$ cat config.mk
export PLATFORM = sky130hd
export DESIGN_NAME = jk_mod_counter_flat
export DESIGN_NICKNAME = d
export VERILOG_FILES = /design/src/rtl/jk_mod_counter_if.sv /design/src/rtl/jk_mod_counter.sv /design/src/flat_wrapper.sv
export SDC_FILE = /design/constraint.sdc
export NUM_CORES = 1
export LEC_CHECK = 0
export ABC_CLOCK_PERIOD_IN_PS = 3900
export CORE_MARGIN = 1.5
export CORE_UTILIZATION = 29
export CTS_CLUSTER_SIZE = 20
export DETAILED_ROUTE_END_ITERATION = 10
export PLACE_DENSITY = 0.63
export SYNTH_ARGS = -nofsm -noshare
export SYNTH_HDL_FRONTEND = slang
export SYNTH_SLANG_ARGS = --single-unit
$ cat constraint.sdc
create_clock -name clk -period 3.9 [get_ports clk]
set_input_delay 0.585 -clock clk [delete_from_list [all_inputs] [get_ports clk]]
set_output_delay 0.585 -clock clk [all_outputs]
set_load 0.005 [all_outputs]
$ cat src/rtl/jk_mod_counter_if.sv
// ---------------------------------------------------------------------------
// jk_mod_counter_if
//
// Purpose:
//   Bundles the control, data and status signals of one jk_mod_counter
//   digit, so a digit can be passed around as a single port. Clock and
//   reset are not part of the bundle; they stay plain ports on the counter.
//
// Parameters:
//   WIDTH   number of state bits; must match the WIDTH of the counter
//
// Signals:
//   en      count enable                       (master -> slave)
//   up      direction, 1 = increment           (master -> slave)
//   load    synchronous parallel load          (master -> slave)
//   d       load value, WIDTH bits             (master -> slave)
//   q       counter state, WIDTH bits          (slave  -> master)
//   tc      terminal count, combinational      (slave  -> master)
//   wrap    one-cycle pulse after a wrap edge  (slave  -> master)
//   j_vec   registered J excitation            (slave  -> master, optional)
//   k_vec   registered K excitation            (slave  -> master, optional)
//
// Build option:
//   JK_EXCITE_OUT_EN  when defined, j_vec/k_vec exist in the bundle.
// ---------------------------------------------------------------------------
interface jk_mod_counter_if #(
    parameter int WIDTH = 4
);
    logic             en;
    logic             up;
    logic             load;
    logic [WIDTH-1:0] d;
    logic [WIDTH-1:0] q;
    logic             tc;
    logic             wrap;
`ifdef JK_EXCITE_OUT_EN
    logic [WIDTH-1:0] j_vec;
    logic [WIDTH-1:0] k_vec;
`endif

    // The side that drives the counter (a bench or an upstream controller).
    modport master (
        output en,
        output up,
        output load,
        output d,
        input  q,
        input  tc,
`ifdef JK_EXCITE_OUT_EN
        input  j_vec,
        input  k_vec,
`endif
        input  wrap
    );

    // The counter itself.
    modport slave (
        input  en,
        input  up,
        input  load,
        input  d,
        output q,
        output tc,
`ifdef JK_EXCITE_OUT_EN
        output j_vec,
        output k_vec,
`endif
        output wrap
    );
endinterface

$ cat src/rtl/jk_mod_counter.sv
// ---------------------------------------------------------------------------
// jk_mod_counter
//
// Purpose:
//   Synchronous modulo-MODULO up/down counter. Every state bit is modelled
//   as a JK cell: the next state is computed first, then the J/K excitation
//   that moves each bit from its current to its next value is derived, and
//   the bits are updated with JK semantics (00 hold, 10 set, 01 clear,
//   11 toggle). A combinational terminal count and a registered wrap pulse
//   allow digits to be cascaded (e.g. BCD), with the upper digit's enable
//   taken from the lower digit's tc.
//
// Parameters:
//   WIDTH    number of state bits / JK cells            (default 4)
//   MODULO   count modulus, legal range 2..2**WIDTH     (default 10)
//
// Ports:
//   clk      rising-edge clock
//   rst_n    synchronous active-low reset
//   bus      jk_mod_counter_if.slave
//              en, up, load, d  : control and load value (inputs)
//              q                : counter state
//              tc               : en & (up ? q==MODULO-1 : q==0)
//              wrap             : high for the cycle after a wrapping edge
//              j_vec, k_vec     : excitation of the latest edge (optional)
//
// Priority at each edge: reset, then load, then count, then hold.
//
// Build option:
//   JK_EXCITE_OUT_EN  when defined, the registered J/K excitation vectors
//                     are driven onto bus.j_vec / bus.k_vec. Counting
//                     behaviour is the same with or without it.
// ---------------------------------------------------------------------------
module jk_mod_counter #(
    parameter int WIDTH  = 4,
    parameter int MODULO = 10
) (
    input  logic                clk,
    input  logic                rst_n,
    jk_mod_counter_if.slave     bus
);

    // One extra bit so MODULO == 2**WIDTH is representable for the
    // "is this value out of range" comparisons.
    localparam logic [WIDTH:0]   MOD_EXT = (WIDTH + 1)'(MODULO);
    localparam logic [WIDTH-1:0] Q_MAX   = WIDTH'(MODULO - 1);
    localparam logic [WIDTH-1:0] Q_ZERO  = '0;

    logic [WIDTH-1:0] q_r;
    logic             wrap_r;
    logic [WIDTH-1:0] nxt;
    logic             wrap_nxt;
    logic [WIDTH-1:0] d_clamped;
    logic             q_illegal;
    logic [WIDTH-1:0] j;
    logic [WIDTH-1:0] k;
    logic [WIDTH-1:0] q_jk;

    // Applies JK cell semantics bit by bit. The 11 (toggle) case is kept
    // for completeness of the cell model, though the excitation mapping
    // below never produces it.
    function automatic logic [WIDTH-1:0] jk_apply(
        input logic [WIDTH-1:0] cur,
        input logic [WIDTH-1:0] jv,
        input logic [WIDTH-1:0] kv
    );
        logic [WIDTH-1:0] res;
        res = cur;
        for (int i = 0; i < WIDTH; i++) begin
            case ({jv[i], kv[i]})
                2'b10:   res[i] = 1'b1;
                2'b01:   res[i] = 1'b0;
                2'b11:   res[i] = ~cur[i];
                default: res[i] = cur[i];
            endcase
        end
        return res;
    endfunction

    // Load values at or beyond the modulus are pulled back to the top
    // legal state so a load can never create an out-of-range state.
    assign d_clamped = ({1'b0, bus.d} >= MOD_EXT) ? Q_MAX : bus.d;

    // Only reachable if the state is forced from outside; used to recover
    // to a legal state on the next counting edge without a wrap pulse.
    assign q_illegal = ({1'b0, q_r} >= MOD_EXT);

    // Next-state computation. This is the value the JK cells must land on;
    // wrap_nxt flags a genuine modulo boundary crossing (not recovery from
    // an illegal state, and never on load, hold or reset).
    always_comb begin
        nxt      = q_r;
        wrap_nxt = 1'b0;
        if (!rst_n) begin
            nxt = Q_ZERO;
        end else if (bus.load) begin
            nxt = d_clamped;
        end else if (bus.en) begin
            if (bus.up) begin
                if (q_illegal) begin
                    nxt = Q_ZERO;
                end else if (q_r == Q_MAX) begin
                    nxt      = Q_ZERO;
                    wrap_nxt = 1'b1;
                end else begin
                    nxt = q_r + WIDTH'(1);
                end
            end else begin
                if (q_illegal) begin
                    nxt = Q_MAX;
                end else if (q_r == Q_ZERO) begin
                    nxt      = Q_MAX;
                    wrap_nxt = 1'b1;
                end else begin
                    nxt = q_r - WIDTH'(1);
                end
            end
        end
    end

    // Excitation: set bits that must rise, clear bits that must fall, leave
    // the rest alone. J and K are therefore never both high on one bit.
    // During reset every cell is driven with a clear (J=0, K=1) instead.
    always_comb begin
        if (!rst_n) begin
            j = '0;
            k = '1;
        end else begin
            j = ~q_r & nxt;
            k = q_r & ~nxt;
        end
    end

    // Result of clocking the JK cells with the excitation above; equals
    // nxt by construction.
    assign q_jk = jk_apply(q_r, j, k);

    // State register. The cells take their JK result every edge (reset is
    // already folded into the excitation); the wrap pulse is cleared while
    // rst_n is low.
    always_ff @(posedge clk) begin
        q_r <= q_jk;
        if (!rst_n) begin
            wrap_r <= 1'b0;
        end else begin
            wrap_r <= wrap_nxt;
        end
    end

`ifdef JK_EXCITE_OUT_EN
    logic [WIDTH-1:0] j_vec_r;
    logic [WIDTH-1:0] k_vec_r;

    // Registered copy of the excitation applied at the latest edge. After
    // reset these read zero rather than the internal clear pattern, so an
    // external cell driven from them is simply left alone.
    always_ff @(posedge clk) begin
        if (!rst_n) begin
            j_vec_r <= '0;
            k_vec_r <= '0;
        end else begin
            j_vec_r <= j;
            k_vec_r <= k;
        end
    end

    assign bus.j_vec = j_vec_r;
    assign bus.k_vec = k_vec_r;
`endif

    // Terminal count is combinational so a cascaded digit using it as its
    // enable advances on the same edge as this digit wraps.
    assign bus.tc   = bus.en & (bus.up ? (q_r == Q_MAX) : (q_r == Q_ZERO));
    assign bus.q    = q_r;
    assign bus.wrap = wrap_r;

endmodule

$ cat src/flat_wrapper.sv
// flat-port wrapper written by rule: the top's interface ports become plain ports
module jk_mod_counter_flat 
#(
    parameter int WIDTH  = 4,
    parameter int MODULO = 10
)
  (clk, rst_n, bus_en, bus_up, bus_load, bus_d, bus_q, bus_tc, bus_wrap);
  jk_mod_counter_if #(.WIDTH(WIDTH)) bus_i ();
  input  logic clk;
  input  logic rst_n;
  input wire logic [$bits(bus_i.en)-1:0] bus_en;
  input wire logic [$bits(bus_i.up)-1:0] bus_up;
  input wire logic [$bits(bus_i.load)-1:0] bus_load;
  input wire logic [$bits(bus_i.d)-1:0] bus_d;
  output wire logic [$bits(bus_i.q)-1:0] bus_q;
  output wire logic [$bits(bus_i.tc)-1:0] bus_tc;
  output wire logic [$bits(bus_i.wrap)-1:0] bus_wrap;
  assign bus_i.en = bus_en;
  assign bus_i.up = bus_up;
  assign bus_i.load = bus_load;
  assign bus_i.d = bus_d;
  assign bus_q = bus_i.q;
  assign bus_tc = bus_i.tc;
  assign bus_wrap = bus_i.wrap;
  jk_mod_counter #(.WIDTH(WIDTH), .MODULO(MODULO)) u_core (.clk(clk), .rst_n(rst_n), .bus(bus_i));
endmodule
# After elaboration in Yosys (flattened, before gate mapping)
# Cells that the tools add are included.
word_totals:
  register_bits: 5
  in_bits: 9
  out_inout_bits: 6
classes:
  addsub: 2
  magnitude_cmp: 2
  eq_ne: 13
  mux: 21
  n_bitwise: 11
  reduce_logical: 6
ops:
  columns: ["op", "count"]
  rows:
  - ["4-bit 2-to-1 mux", 11]
  - ["2-bit equality test, second input constant", 8]
  - ["1-bit case mux with 3 select lines", 4]
  - ["3-bit nonzero test", 4]
  - ["4-bit bitwise AND", 2]
  - ["2-bit by 1-bit equality test with 1-bit output, second input constant", 4]
  - ["4-bit >= comparator, second input constant", 2]
  - ["4-bit inverter", 2]
  - ["1-bit 2-to-1 mux", 6]
  - ["1-bit inverter", 6]
  - ["4-bit by 1-bit adder with 4-bit output, second input constant", 1]
  - ["4-bit equality test, second input constant", 1]
  - ["4-bit zero test", 1]
  - ["4-bit by 1-bit subtractor with 4-bit output, second input constant", 1]
  - ["3-bit OR reduction", 1]
  - ["1-bit bitwise AND", 1]

# Logic depth before layout (Yosys ltp)
logic_depth:
  depth_word: 12
  ltp_mapped: 5

# Worst setup path before layout
# OpenSTA, ideal clock, no wires.
synth_timing:
  path_type: "input -> register"
  start: "input port bus_en"
  end: "register u_core.q_r[1], in the netlist u_core.bus.q[1] (enable)"
  arrival_time_ns: 1.560
  setup_slack_ns: 2.090
  path_stages: 4
  path_buffers: 0
  path_cell_list: "nor2b_1 > a311o_1 > a32oi_1 > mux2_1"
synth_between:
  elab_chain_cells: 8
  word_cells_on_any_way: 12
  classes_between: "eq/ne (3); mux (5); bitwise (3); reduce/logical (1)"
synth_rtl:
  columns: ["element", "line_no", "text"]
  rows:
  - ["from (decl)", "flat_wrapper.sv:11", "input wire logic [$bits(bus_i.en)-1:0] bus_en;"]
  - ["4-bit 2-to-1 mux (*)", "jk_mod_counter.sv:98", "end else if (bus.en) begin"]
  - ["4-bit 2-to-1 mux (*)", "jk_mod_counter.sv:96", "end else if (bus.load) begin"]
  - ["4-bit 2-to-1 mux (*)", "jk_mod_counter.sv:94", "if (!rst_n) begin"]
  - ["4-bit inverter", "jk_mod_counter.sv:130", "k = q_r & ~nxt;"]
  - ["4-bit bitwise AND", "jk_mod_counter.sv:130", null]
  - ["4-bit 2-to-1 mux", "jk_mod_counter.sv:125", "if (!rst_n) begin"]
  - ["2-bit equality test or 2-bit by 1-bit equality test with 1-bit output (tied branches)", "jk_mod_counter.sv:70", "case ({jv[i], kv[i]})"]
  - ["3-bit nonzero test (no source line) (*)", null, null]
  - ["to (signal assigned)", "jk_mod_counter.sv:142", "q_r <= q_jk;"]
  - ["to (decl)", "jk_mod_counter.sv:49", "logic [WIDTH-1:0] q_r;"]
# Every way passes the cells marked *; elsewhere a longest branch is shown, timed or not.
# A chain may end at the register's enable or synchronous reset.

# Final worst setup path
layout_timing:
  start: "input port bus_up"
  end: "output port bus_tc"
layout_between:
  elab_chain_cells: 2
layout_rtl:
  columns: ["element", "line_no", "text"]
  rows:
  - ["from (decl)", "flat_wrapper.sv:12", "input wire logic [$bits(bus_i.up)-1:0] bus_up;"]
  - ["1-bit 2-to-1 mux", "jk_mod_counter.sv:173", "assign bus.tc = bus.en & (bus.up ? (q_r == Q_MAX) : (q_r == Q_ZERO));"]
  - ["1-bit bitwise AND", "jk_mod_counter.sv:173", null]
  - ["to (decl)", "flat_wrapper.sv:16", "output wire logic [$bits(bus_i.tc)-1:0] bus_tc;"]
# Every way passes these cells.

==> results.md <==
- The initial utilization of the core area, before any placement, comes to between 30% and 40%.
- In this run the tightest slew margin relative to its limit is a little under 70%.
- The die is about 47 µm tall.
- Traced cell by cell, the critical path runs through clkdlybuf4s50_1, and3_1, nor2_1, nor3b_2, clkdlybuf4s50_1.
- The startpoint identified for the worst hold timing path is u_core.bus.q[2].
- The top cell types in the final layout, fill and taps aside, are sky130_fd_sc_hd__clkdlybuf4s50_1 (14), sky130_fd_sc_hd__nand2_1 (7), sky130_fd_sc_hd__o21ai_0 (5), sky130_fd_sc_hd__a21oi_1 (5).
- The mapped netlist covers approximately 570 µm².
- The reported max-cap violation count is 0.
- Buffers placed on the I/O ports in this run total 14.
- The flow ran to the end, and the final reports show no timing, DRC or antenna violations.
- The average instance area after synthesis is slightly below 8 µm².
- After technology mapping, the gate count stands at 73.
- Dividing total power by cell area gives a power density of around 310 nW/µm².
- After clock tree synthesis, the repair step resized 0 gates.
- Clock latency on the worst-skew pair, taken at its later pin, is approximately 240 ps.
- The worst register-to-register path has a setup slack of 1910 ps.
- The number of unique standard cell types used by synthesis is 36.
- Setup violations remaining at the end of the flow were counted as 0.
- The classification of the worst setup path is in2out.
- The area of the placeable core is ~1800 µm².
- Entering global routing, the biggest net connects 18 pins.
- Detailed placement ended at an HPWL of about 990 µm.
- Of the cells placed in the final design, the portion with a size suffix greater than 1 is around 4.7%.
- The number of routed nets with antenna violations is 0.
- In the routed layout, each cell is associated on average with a via count of ~5.3.
- The first global-routing pass estimated 2.00 mm of wire.
- The final cell count without fillers is 110.
- The final net count is 95.
- STA classifies the critical path endpoint as an output port.
- For this run, the total global-route usage over all layers was measured as between 10% and 20%.
- For this run, design rule violations remaining after detail routing come to 0.
- The flop and latch count out of synthesis is 5.
- CTS built an H-tree with a depth of 1.
- The pre-CTS worst setup slack is 1060 ps.
- The most common library cell in the layout ignoring fill and taps is sky130_fd_sc_hd__clkdlybuf4s50_1.
- The launch point of the worst path is bus_up.
- The post-CTS setup repair buffer count is 0.
- The number of hold-repair buffers added at the cts stage is 0.
- The final count of hold timing violations is 0.
- The root buffer cell chosen for the clock tree is sky130_fd_sc_hd__clkbuf_4.
- The class of the tightest hold or removal check is reg2reg.
- The critical-path cell with the highest stage delay is sky130_fd_sc_hd__clkdlybuf4s50_1.
- The final critical-path required period is approximately 2900 ps.
- The initial detailed-routing violation count is 20.
- The design draws roughly 220 µW.
- The fraction of post-synthesis cell area in the top cell type by area is a little over a fifth.
- The highest achievable clock rate is ~0.35 GHz.
- During I/O placement, the number of pins put on the boundary was 15.
- Ranked by total cell area, the synthesized netlist is headed by sky130_fd_sc_hd__edfxtp_1 (21%), sky130_fd_sc_hd__nand2_1 (4.6%), sky130_fd_sc_hd__a21oi_1 (4.4%).
- The critical path data required time is approximately 3300 ps.
- The max-slew violation count is 0.
- The chip width is between 40 and 50 µm.
- VDD sags by at most about 0.00014 V.
- The CTS buffer count is 3.
- Along the worst path, the maximum fanout reaches 13.
- The clock transition at the register clock pins on the worst setup and hold paths after CTS is approximately 40 ps.
- The wire length per cell after detailed routing is 12.1 µm.
- The number of antenna violations at the first check in global routing is 0.
- The clock sink count is 5.
- In this run the static leakage power is between 0.2 and 0.3 nW.
- The length of the first detailed-routing pass in iterations is 4.
- Setup repair after global routing left no endpoint under its margin.
- The layout overhead on the synthesized area is 27.4%.
- For this run, the slowest stage of the critical path takes roughly 720 ps.
- The cell with the most instances on the worst path is sky130_fd_sc_hd__clkdlybuf4s50_1.
- The number of global-route vias before repair is 440.
- At the end of routability-driven placement, the weighted congestion stood at roughly 0.79.
- The total negative slack is 0 ps.
- No sink is reached through more buffers than the 2 on the longest clock path.
- The actual slew at the worst max-slew pin is approximately 480 ps.
- The arrival time at the worst endpoint is around 2300 ps.
- The CTS tree is yes.
- The library cell with the largest summed area after synthesis is sky130_fd_sc_hd__edfxtp_1.
- Setup slack closes at 1050 ps.
- The count of placed standard cells including taps is roughly 110.
- The die area is roughly 2200 µm².
- The startpoint of the lowest-slack register-to-register path is u_core.bus.q[1].
- The total number of yosys warnings is 0.
- The sum of overflow across all layers after global routing is 0.
- The fraction of the yosys area taken by sequential cells is 24.7%.
- For the final database, setup skew stands at 2.81 ps.
- The ratio of final minimum period to clock period is about 73%.
- After floorplanning, the core was divided into 15 placement rows.
- Synthesis produced a netlist with a net count of 82.
- After detailed routing, the total wire length is 1.34 mm.
- The number of vias in the routed layout is about 600.
- 0 antenna diodes ended up in the layout.
- STA classifies the critical path startpoint as an input pin.
==> where the power goes <==
part	switching, mW	internal, mW
sequential	0.0219	0.0667
combinational	0.0314	0.0434
clock	0.0227	0.0388
total	0.0760	0.149
==> sequential cells by signal (all words and copies together), names as in the netlist <==
name,cells
u_core.bus.wrap,1
u_core.bus.q,4
==> stage by stage <==
stage / utilization [%] / hold WS, ps / area [µm²]
finish: 40.5 / 833 / 722
global route: 40.5 / 858 / 722
CTS: 40.5 / 814 / 722
detailed placement: 39.0 / 806 / 696
global placement: 39.0 / 796 / 696
floorplan: - / 717 / 567
==> cells by family (layout without fill, tap and decap cells) <==
logic type	Yosys count	in the layout	share of synthesized area [%]
muxes	1	1	1.99
AOI/OAI and AO/OA	20	20	23.2
DFF	5	5	24.7
buffers and inverters	8	20	8.83
xor gates and xnor gates	2	2	3.09
and+or+nand+nor	37	37	38.2
==> cells in the mapped netlist <==
library cell	number
sky130_fd_sc_hd__nand2_1	7
sky130_fd_sc_hd__a21oi_1	5
sky130_fd_sc_hd__o21ai_0	5
sky130_fd_sc_hd__and3_1	4
sky130_fd_sc_hd__edfxtp_1	4
sky130_fd_sc_hd__nand2b_1	4
sky130_fd_sc_hd__nand3_1	4
sky130_fd_sc_hd__buf_2	3
sky130_fd_sc_hd__nor2_1	3
sky130_fd_sc_hd__o211ai_1	3
sky130_fd_sc_hd__buf_4	2
sky130_fd_sc_hd__inv_1	2
sky130_fd_sc_hd__nor2b_1	2
sky130_fd_sc_hd__nor3_1	2
sky130_fd_sc_hd__o31ai_1	2
sky130_fd_sc_hd__a21boi_1	1
sky130_fd_sc_hd__a221o_1	1
sky130_fd_sc_hd__a311o_1	1
sky130_fd_sc_hd__a32oi_1	1
sky130_fd_sc_hd__and2_1	1
sky130_fd_sc_hd__and2b_1	1
sky130_fd_sc_hd__and3b_1	1
sky130_fd_sc_hd__dfxtp_1	1
sky130_fd_sc_hd__dlymetal6s2s_1	1
sky130_fd_sc_hd__mux2_1	1
sky130_fd_sc_hd__nand3b_1	1
sky130_fd_sc_hd__nand4b_1	1
sky130_fd_sc_hd__nor3b_1	1
sky130_fd_sc_hd__nor3b_2	1
sky130_fd_sc_hd__nor4_1	1
sky130_fd_sc_hd__o21a_1	1
sky130_fd_sc_hd__or2b_1	1
sky130_fd_sc_hd__or3_1	1
sky130_fd_sc_hd__or4_1	1
sky130_fd_sc_hd__xnor2_1	1
sky130_fd_sc_hd__xor2_1	1
==> path summary, 6_finish.rpt <==
kind | to | cells after the start
min reg2reg | u_core.bus.q[2] | 1
max reg2reg | u_core.bus.q[1] | 4
min | u_core.bus.q[2] | 1
max | bus_tc | 5
==> critical path, delay by kind of cell <==
| kind | cells | cell delay [ps] |
|---|---|---|
| buffers and inverters | 2 | 1240 |
| and+or+nand+nor | 3 | 430 |
==> per-layer routing <==
| metal | share of wire, % | vias to the layer above | GRT usage [%] | routed length [µm] |
|---|---|---|---|---|
| met1 | 48 | 259 | 17.5 | 637 |
| met5 | 0 | - | 0 | 0 |
| met4 | 1.4 | 0 | 5.00 | 19 |
| met2 | 43 | 31 | 19.5 | 574 |
| li1 | - | 293 | - | - |
| met3 | 7.8 | 2 | 3.46 | 104 |
==> cell type report <==
type | instances | area, µm²
well taps | 25 | 31.3
repair buffers | 14 | 140
multi-input cells | 60 | 377
clock buffers | 4 | 26.3
flip-flops and latches | 5 | 140
fillers | 178 | 1060
inverters | 2 | 7.51
Power figures use the tool's default switching activity.
